File: src/rtl/bird_column_ctrl.sv
// Bird controller for one LED-matrix column: gravity/flap on a divided game tick,
// ground and pipe collision detection, and a blinking bird while the game is over.
module bird_column_ctrl #(
  parameter int unsigned ROWS      = 8,
  parameter int unsigned TICK_DIV  = 1792,
  parameter int unsigned FLAP_ROWS = 2,
  parameter int unsigned START_ROW = 3,
  parameter int unsigned SCORE_W   = 8
) (
  input  logic                     clock,
  input  logic                     reset,
  input  logic                     flap,
  input  logic                     restart,
  input  logic                     collide,
  output logic [ROWS-1:0]          lightCol,
  output logic [$clog2(ROWS)-1:0]  birdRow,
  output logic                     tick,
  output logic                     gameOver,
  output logic [SCORE_W-1:0]       score
);

  localparam int unsigned RowW = $clog2(ROWS);
  localparam int unsigned CntW = (TICK_DIV > 2) ? $clog2(TICK_DIV) : 1;

  localparam logic [RowW-1:0]    StartRow = RowW'(START_ROW);
  localparam logic [RowW-1:0]    TopRow   = RowW'(ROWS - 1);
  localparam logic [CntW-1:0]    CntMax   = CntW'(TICK_DIV - 1);
  localparam logic [SCORE_W-1:0] ScoreMax = '1;
  localparam logic [ROWS-1:0]    RowOne   = ROWS'(1);

  typedef enum logic [1:0] {
    StIdle,
    StFly,
    StDead
  } state_e;

  state_e              state_q, state_d;
  logic [RowW-1:0]     row_q, row_d;
  logic [CntW-1:0]     cnt_q, cnt_d;
  logic                pending_q, pending_d;
  logic                flap_q;
  logic                blink_q, blink_d;
  logic [SCORE_W-1:0]  score_q, score_d;

  logic                tick_now;
  logic                press;
  logic                flap_now;
  logic [RowW-1:0]     row_raised;
  logic [SCORE_W-1:0]  score_inc;
  int unsigned         row_sum;

  assign tick_now = (cnt_q == CntMax);
  assign press    = flap & ~flap_q;
  assign flap_now = pending_q | press;

  // Raise is computed in 32 bits so the ceiling clamp cannot wrap.
  always_comb begin
    row_sum    = 32'(row_q) + FLAP_ROWS;
    row_raised = (row_sum >= ROWS - 1) ? TopRow : RowW'(row_sum);
  end

  assign score_inc = (score_q == ScoreMax) ? score_q : score_q + SCORE_W'(1);

  always_comb begin
    state_d   = state_q;
    row_d     = row_q;
    pending_d = pending_q;
    blink_d   = blink_q;
    score_d   = score_q;
    cnt_d     = tick_now ? '0 : cnt_q + CntW'(1);

    if (restart) begin
      state_d   = StIdle;
      row_d     = StartRow;
      pending_d = 1'b0;
      blink_d   = 1'b1;
      score_d   = '0;
      cnt_d     = '0;
    end else begin
      case (state_q)
        StIdle: begin
          row_d = StartRow;
          if (press) begin
            state_d   = StFly;
            pending_d = 1'b1;
          end
        end

        StFly: begin
          if (collide) begin
            // Collision wins over a coincident tick: no move, no score.
            state_d   = StDead;
            pending_d = 1'b0;
            blink_d   = 1'b1;
          end else begin
            if (press) begin
              pending_d = 1'b1;
            end
            if (tick_now) begin
              pending_d = 1'b0;
              if (flap_now) begin
                row_d   = row_raised;
                score_d = score_inc;
              end else if (row_q == '0) begin
                state_d = StDead;
                blink_d = 1'b1;
              end else begin
                row_d   = row_q - RowW'(1);
                score_d = score_inc;
              end
            end
          end
        end

        StDead: begin
          pending_d = 1'b0;
          if (tick_now) begin
            blink_d = ~blink_q;
          end
        end

        default: begin
          state_d = StIdle;
        end
      endcase
    end
  end

  always_ff @(posedge clock or posedge reset) begin
    if (reset) begin
      state_q   <= StIdle;
      row_q     <= StartRow;
      cnt_q     <= '0;
      pending_q <= 1'b0;
      flap_q    <= 1'b0;
      blink_q   <= 1'b1;
      score_q   <= '0;
    end else begin
      state_q   <= state_d;
      row_q     <= row_d;
      cnt_q     <= cnt_d;
      pending_q <= pending_d;
      flap_q    <= flap;
      blink_q   <= blink_d;
      score_q   <= score_d;
    end
  end

  always_comb begin
    lightCol = '0;
    if ((state_q != StDead) || blink_q) begin
      lightCol = RowOne << row_q;
    end
  end

  assign birdRow  = row_q;
  assign tick     = tick_now;
  assign gameOver = (state_q == StDead);
  assign score    = score_q;

endmodule
File: config.mk
export PLATFORM = sky130hd
export DESIGN_NAME = bird_column_ctrl
export DESIGN_NICKNAME = d
export VERILOG_FILES = /design/src/rtl/bird_column_ctrl.sv
export SDC_FILE = /design/constraint.sdc
export NUM_CORES = 1
export LEC_CHECK = 0
export ABC_AREA = 1
export BUFFER_PORTS_ARGS = -buffer_cell sky130_fd_sc_hd__buf_2
export CORE_MARGIN = 3
export CORE_UTILIZATION = 61
export DETAILED_ROUTE_END_ITERATION = 6
export GPL_TIMING_DRIVEN = 0
export MAX_ROUTING_LAYER = met4
export PLACE_DENSITY_LB_ADDON = 0.25
export RECOVER_POWER = 25
export SLEW_MARGIN = 20
export SYNTH_ARGS = -nofsm -noshare
export SYNTH_HDL_FRONTEND = slang
export SYNTH_SLANG_ARGS = --single-unit
File: constraint.sdc
create_clock -name clock -period 3.5 [get_ports clock]
set_clock_uncertainty 0.15 [all_clocks]
set_input_delay 0.7 -clock clock [delete_from_list [all_inputs] [get_ports clock]]
set_output_delay 0.7 -clock clock [all_outputs]
set_load 0.1 [all_outputs]
==> Word-level counts from Yosys, hierarchy flattened <==
Index checks and enable logic that the tools add are counted.
{ "totals": {"reg_bits": 27, "output_inout_bits": 21} }
{ "op_classes": {"add_sub_neg": 4, "magnitude_cmp": 1, "n_eq_ne": 16, "shifts": 1, "n_mux": 36, "n_bitwise": 4, "reduce_logical": 12} }
{ "ops": {"columns": ["cell", "count"], "rows": [
  ["8-bit two-way mux", 8],
  ["11-bit two-way mux", 2],
  ["3-bit two-way mux", 6],
  ["4-bit inequality test (second input constant)", 4],
  ["2-bit two-way mux", 6],
  ["3-bit inequality test (second input constant)", 4],
  ["11-bit by 1-bit adder with 11-bit output (second input constant)", 1],
  ["11-bit equality test (second input constant)", 1],
  ["1-bit two-way mux", 10],
  ["5-bit AND reduction", 2],
  ["8-bit by 1-bit adder with 8-bit output (second input constant)", 1],
  ["8-bit equality test (second input constant)", 1],
  ["4-bit AND reduction", 2],
  ["1-bit by 3-bit << shifter with 8-bit output (first input constant)", 1],
  ["2-bit inequality test (second input constant)", 3],
  ["2-bit case mux with 3 select lines", 1],
  ["3-bit case mux with 2 select lines", 1],
  ["3-bit nonzero test", 2],
  ["3-bit by 2-bit adder with 4-bit output (second input constant)", 1],
  ["4-bit by 3-bit >= comparator with 1-bit output (second input constant)", 1],
  ["2-bit nonzero test", 2],
  ["4-bit nonzero test", 1],
  ["3-bit zero test", 1],
  ["3-bit by 2-bit inequality test with 1-bit output (second input constant)", 1],
  ["other kinds (10)", 11]
]} }

==> Depth between registers and ports, before layout <==
{ "logic_depth": {"ltp_word": 8, "depth_mapped": 10} }

==> Worst setup path before layout <==
No wires, ideal clock.
{ "synth_timing": {"path_kind": "register -> output", "start": "register state_q[0]", "end": "output lightCol[1]", "arrival_ns": 3.365, "required_time_ns": 2.650, "setup_slack_ns": -0.715, "stages_incl_launch_ff": 6, "path_buffers": 0, "path_cell_list": "dfrtp_1 > inv_1 > ha_1 > inv_1 > nor2_1 > nor3_1"} }
{ "synth_between": {"elab_chain_cells": 3} }
{ "synth_lines": {"columns": ["item", "line_no", "text"], "rows": [
  ["start, declared", "37", "state_e state_q, state_d;"],
  ["start signal, assigned", "131", "state_q <= StIdle;"],
  ["start signal, assigned", "139", "state_q <= state_d;"],
  ["2-bit inequality test", "151", "if ((state_q != StDead) || blink_q) begin"],
  ["1-bit logical OR", "151", null],
  ["8-bit two-way mux", "151", null],
  ["end, declared", "15", "output logic [ROWS-1:0] lightCol,"]
]} }
Every way passes these cells.

==> Final worst setup path <==
{ "layout_timing": {"start": "register cnt_q[0]", "end": "output tick"} }
{ "layout_between": {"elab_chain_cells": 1} }
{ "layout_lines": {"columns": ["item", "line_no", "text"], "rows": [
  ["start, declared", "39", "logic [CntW-1:0] cnt_q, cnt_d;"],
  ["start signal, assigned", "141", "cnt_q <= cnt_d;"],
  ["11-bit equality test", "52", "assign tick_now = (cnt_q == CntMax);"],
  ["end, declared", "17", "output logic tick,"]
]} }
Every way passes these cells.

==> flow_metrics.env <==
export IMPL_seqPwrFrac_pct=34.1
export IMPL_synth_top_cell_area_share_pct=33.5
export IMPL_overflow=0
export IMPL_startpoint_type="flip-flop"
export IMPL_finalPower_mw=1.15
export IMPL_die_x_um=60.2
export IMPL_coreArea_um2=2780
export IMPL_fin_nets=290
export IMPL_p_sw_share_pct=53.3
export IMPL_path_class="flip-flop to primary output"
export IMPL_grt_pass1_wl_um=5710
export IMPL_critPathSlowestCell="buf_2"
export IMPL_slowest_delay_ns=0.44
export IMPL_p_clk_share_pct=11.9
export IMPL_p_leak_nw=0.984
export IMPL_antennaDiodeCount=0
export IMPL_dr_pass1_iters=4
export IMPL_cts_sinks=27
export IMPL_avgSynthCellArea_um2=7.41
export IMPL_powerDensity_nw_per_um2=583
export IMPL_synth_seq_cells=27
export IMPL_tightest_slew_ns=1.01
export IMPL_cts_hold_buf=0
export IMPL_syn_inst=242
export IMPL_clk_latency_ns=0.33
export IMPL_slew_viol_final=0
export IMPL_place_area_um2=1960
export IMPL_grt_pass1_vias=1360
export IMPL_layout_drive_gt1_share_pct=20.0
export IMPL_setup_violations=0
export IMPL_yosysTopAreaCell="dfrtp_1"
export IMPL_vias_per_cell=5.24
export IMPL_path_cells="ha_1, nand2_1, nor2_1, nand2_2, nor2_4, buf_2"
export IMPL_rsz0062_at_grt="false"
export IMPL_fp_row_count=19
export IMPL_htree_levels=1
export IMPL_ant_nets=0
export IMPL_cts_buffer_depth=2
export IMPL_yosysSeqAreaShare_pct=37.9
export IMPL_initial_core_util_pct=64.5
export IMPL_internal_power_mw=0.535
export IMPL_routed_wl_um=3410
export IMPL_antenna_found_initial=0
export IMPL_cp_required_ns=2.65
export IMPL_track_usage_pct=21.2
export IMPL_syn_num_nets=261
export IMPL_synth_area_leaders="dfrtp_1 33%, nand2_1 11%, ha_1 9.8%"
export IMPL_hold_viol=0
export IMPL_cp_end_kind="primary output"
export IMPL_hpwl_um=2590
export IMPL_synthToLayoutAreaGrowth_pct=9.63
export IMPL_dieArea_um2=3630
export IMPL_max_slew_margin_pct=32.6
export IMPL_cts_resized=0
export IMPL_nFillCells=241
export IMPL_hold_class="flip-flop to flip-flop"
export IMPL_synth_warnings=0
export IMPL_fin_crit_ns=2.92
export IMPL_synthFlopType="dfrtp_1"
export IMPL_synth_distinct_cells=29
export IMPL_wl_per_cell_um=11.3
export IMPL_status="finished clean"
export IMPL_critPathMaxFanout=5
export IMPL_post_route_util_pct=70.7
export IMPL_min_period_over_period_pct=83.5
export IMPL_vias=1578
export IMPL_cts_root_buffer="clkbuf_4"
export IMPL_arrival_ns=2.07
export IMPL_die_h_um=60.2
export IMPL_fin_setup_tns_ns=0
export IMPL_cap_viol_max_count=0
export IMPL_async_reset_ff_share_pct=100
export IMPL_synth_edf_count=0
export IMPL_final_area_um2=1970
export IMPL_power_switching_mw=0.610
export IMPL_drt_iter0_drc=60
export IMPL_irDropWorstVdd_uv=659
export IMPL_cts_buffers_inserted=3
export IMPL_combinationalPowerShare_pct=54.0
export IMPL_port_buffers=24
export IMPL_cts_setup_buffers=0
export IMPL_fmax_ghz=0.342
export IMPL_drc_errors=0
export IMPL_cts_tree="built"
export IMPL_gp_congestion=0.780
export IMPL_clk_pin_slew_ns=0.15
export IMPL_grt_max_degree=28
export IMPL_io_pin_count=26
export IMPL_syn_cell_area_um2=1790
critical path: cells and delay by family (launching register included):
family | cells | cell delay [ns]
and+or+nand+nor | 4 | 0.70
buffers and inverters | 1 | 0.44
DFF | 1 | 0.41
adders and majority gates | 1 | 0.18
layout make-up:
| cell class | instances | area, um^2 | area share, % |
|---|---|---|---|
| multi-input cells | 178 | 951 | 48.4 |
| flip-flops and latches | 27 | 679 | 34.6 |
| inverters | 33 | 124 | 6.30 |
| repair buffers | 24 | 119 | 6.05 |
| well taps | 31 | 38.8 | 1.97 |
| plain buffers | 4 | 26.3 | 1.34 |
| clock buffers | 3 | 22.5 | 1.15 |
| clock inverters | 1 | 5.00 | 0.255 |
path summary, 6_finish.rpt:
| path | slack (ns) | end | cells past startpoint | startpoint |
|---|---|---|---|---|
| setup / recovery | 0.58 | tick | 6 | cnt_q[0] |
| min in group asynchronous | 0.43 | cnt_q[9] | 2 | reset |
| max in group asynchronous | 2.16 | score[2] | 2 | reset |
| hold / removal | 0.33 | cnt_q[0] | 1 | cnt_q[0] |
| setup reg to reg | 1.39 | score[6] | 8 | cnt_q[0] |
| hold reg to reg | 0.33 | cnt_q[0] | 1 | cnt_q[0] |
synth_stat cells (2+ instances only):
cell type	instances
o21ai_1	3
nand2_1	52
inv_2	4
nor3_1	6
nand3_1	18
a21oi_1	11
dfstp_2	3
buf_2	3
ha_1	14
nand2_2	4
nor2_2	3
nand3b_1	4
nor2_4	4
dfrtp_1	24
nand4_1	3
nor2_1	41
inv_1	29
or2_2	2
o21ai_0	4
routing by layer:
layer / up-vias / GRT usage (%) / wire length [um]
met1: 724 / 28.5 / 1690
li1: 822 / - / -
met5: - / - / 0
met3: 5 / 2.59 / 116
met2: 27 / 32.9 / 1550
met4: 0 / 7.59 / 44
cells in the final DEF, fill, tap and decap left out:
cell / netlist / final
buf_6: 1 / 1
inv_2: 4 / 4
a31oi_1: 1 / 1
o22ai_1: 1 / 1
nand3_1: 18 / 19
clkbuf_4: 0 / 3
dfrtp_1: 24 / 24
xor2_1: 1 / 1
a21boi_0: 1 / 1
o21ai_1: 3 / 3
nand2_2: 4 / 4
nor3b_1: 1 / 1
o211ai_1: 1 / 1
clkinv_2: 0 / 1
inv_1: 29 / 29
a21oi_2: 1 / 1
nand3b_1: 4 / 4
nor3_1: 6 / 6
dfstp_2: 3 / 3
o21ai_0: 4 / 4
clkbuf_1: 0 / 1
nand2_1: 52 / 52
xnor2_1: 1 / 1
ha_1: 14 / 14
nor2_2: 3 / 6
nor2_1: 41 / 39
buf_2: 3 / 26
nand4_1: 3 / 3
nor2_4: 4 / 3
a21oi_1: 11 / 11
or2_2: 2 / 2
stage by stage:
stage | std cells | hold WS, ns | setup slack (ns)
final | 301 | 0.334 | 0.576
after global routing | 301 | 0.335 | 0.470
after CTS | 301 | 0.333 | 0.679
after detailed placement | 297 | 0.308 | 1.06
after global placement | 297 | 0.303 | 1.07
after floorplan | 242 | 0.281 | -0.715
sequential cells by signal, indices dropped and copies added, names as in the netlist:
register and count:
state_q 2, birdRow 3, pending_q 1, score 8
cnt_q 11, flap_q 1, blink_q 1
power by group through the flow:
stage | clock [mW] | sequential, mW | combinational, mW
6_report | 0.136 | 0.391 | 0.618
5_1_grt | 0.149 | 0.398 | 0.681
4_1_cts | 0.139 | 0.392 | 0.621
3_5_place_dp | 0 | 0.398 | 0.616
3_3_place_gp | 0 | 0.397 | 0.610
2_1_floorplan | 0 | 0.466 | 0.455
kinds of logic after synthesis:
logic type,count (synthesis),synth area share [%]
adder cells (fa/ha/maj),14,9.77
AND/OR/NAND/NOR,139,35.9
AO/OA/AOI/OAI,23,7.05
flip-flops,27,37.9
buffers and inverters,37,8.37
XOR/XNOR,2,0.977
Note: power is estimated with default switching activity, not from simulation.
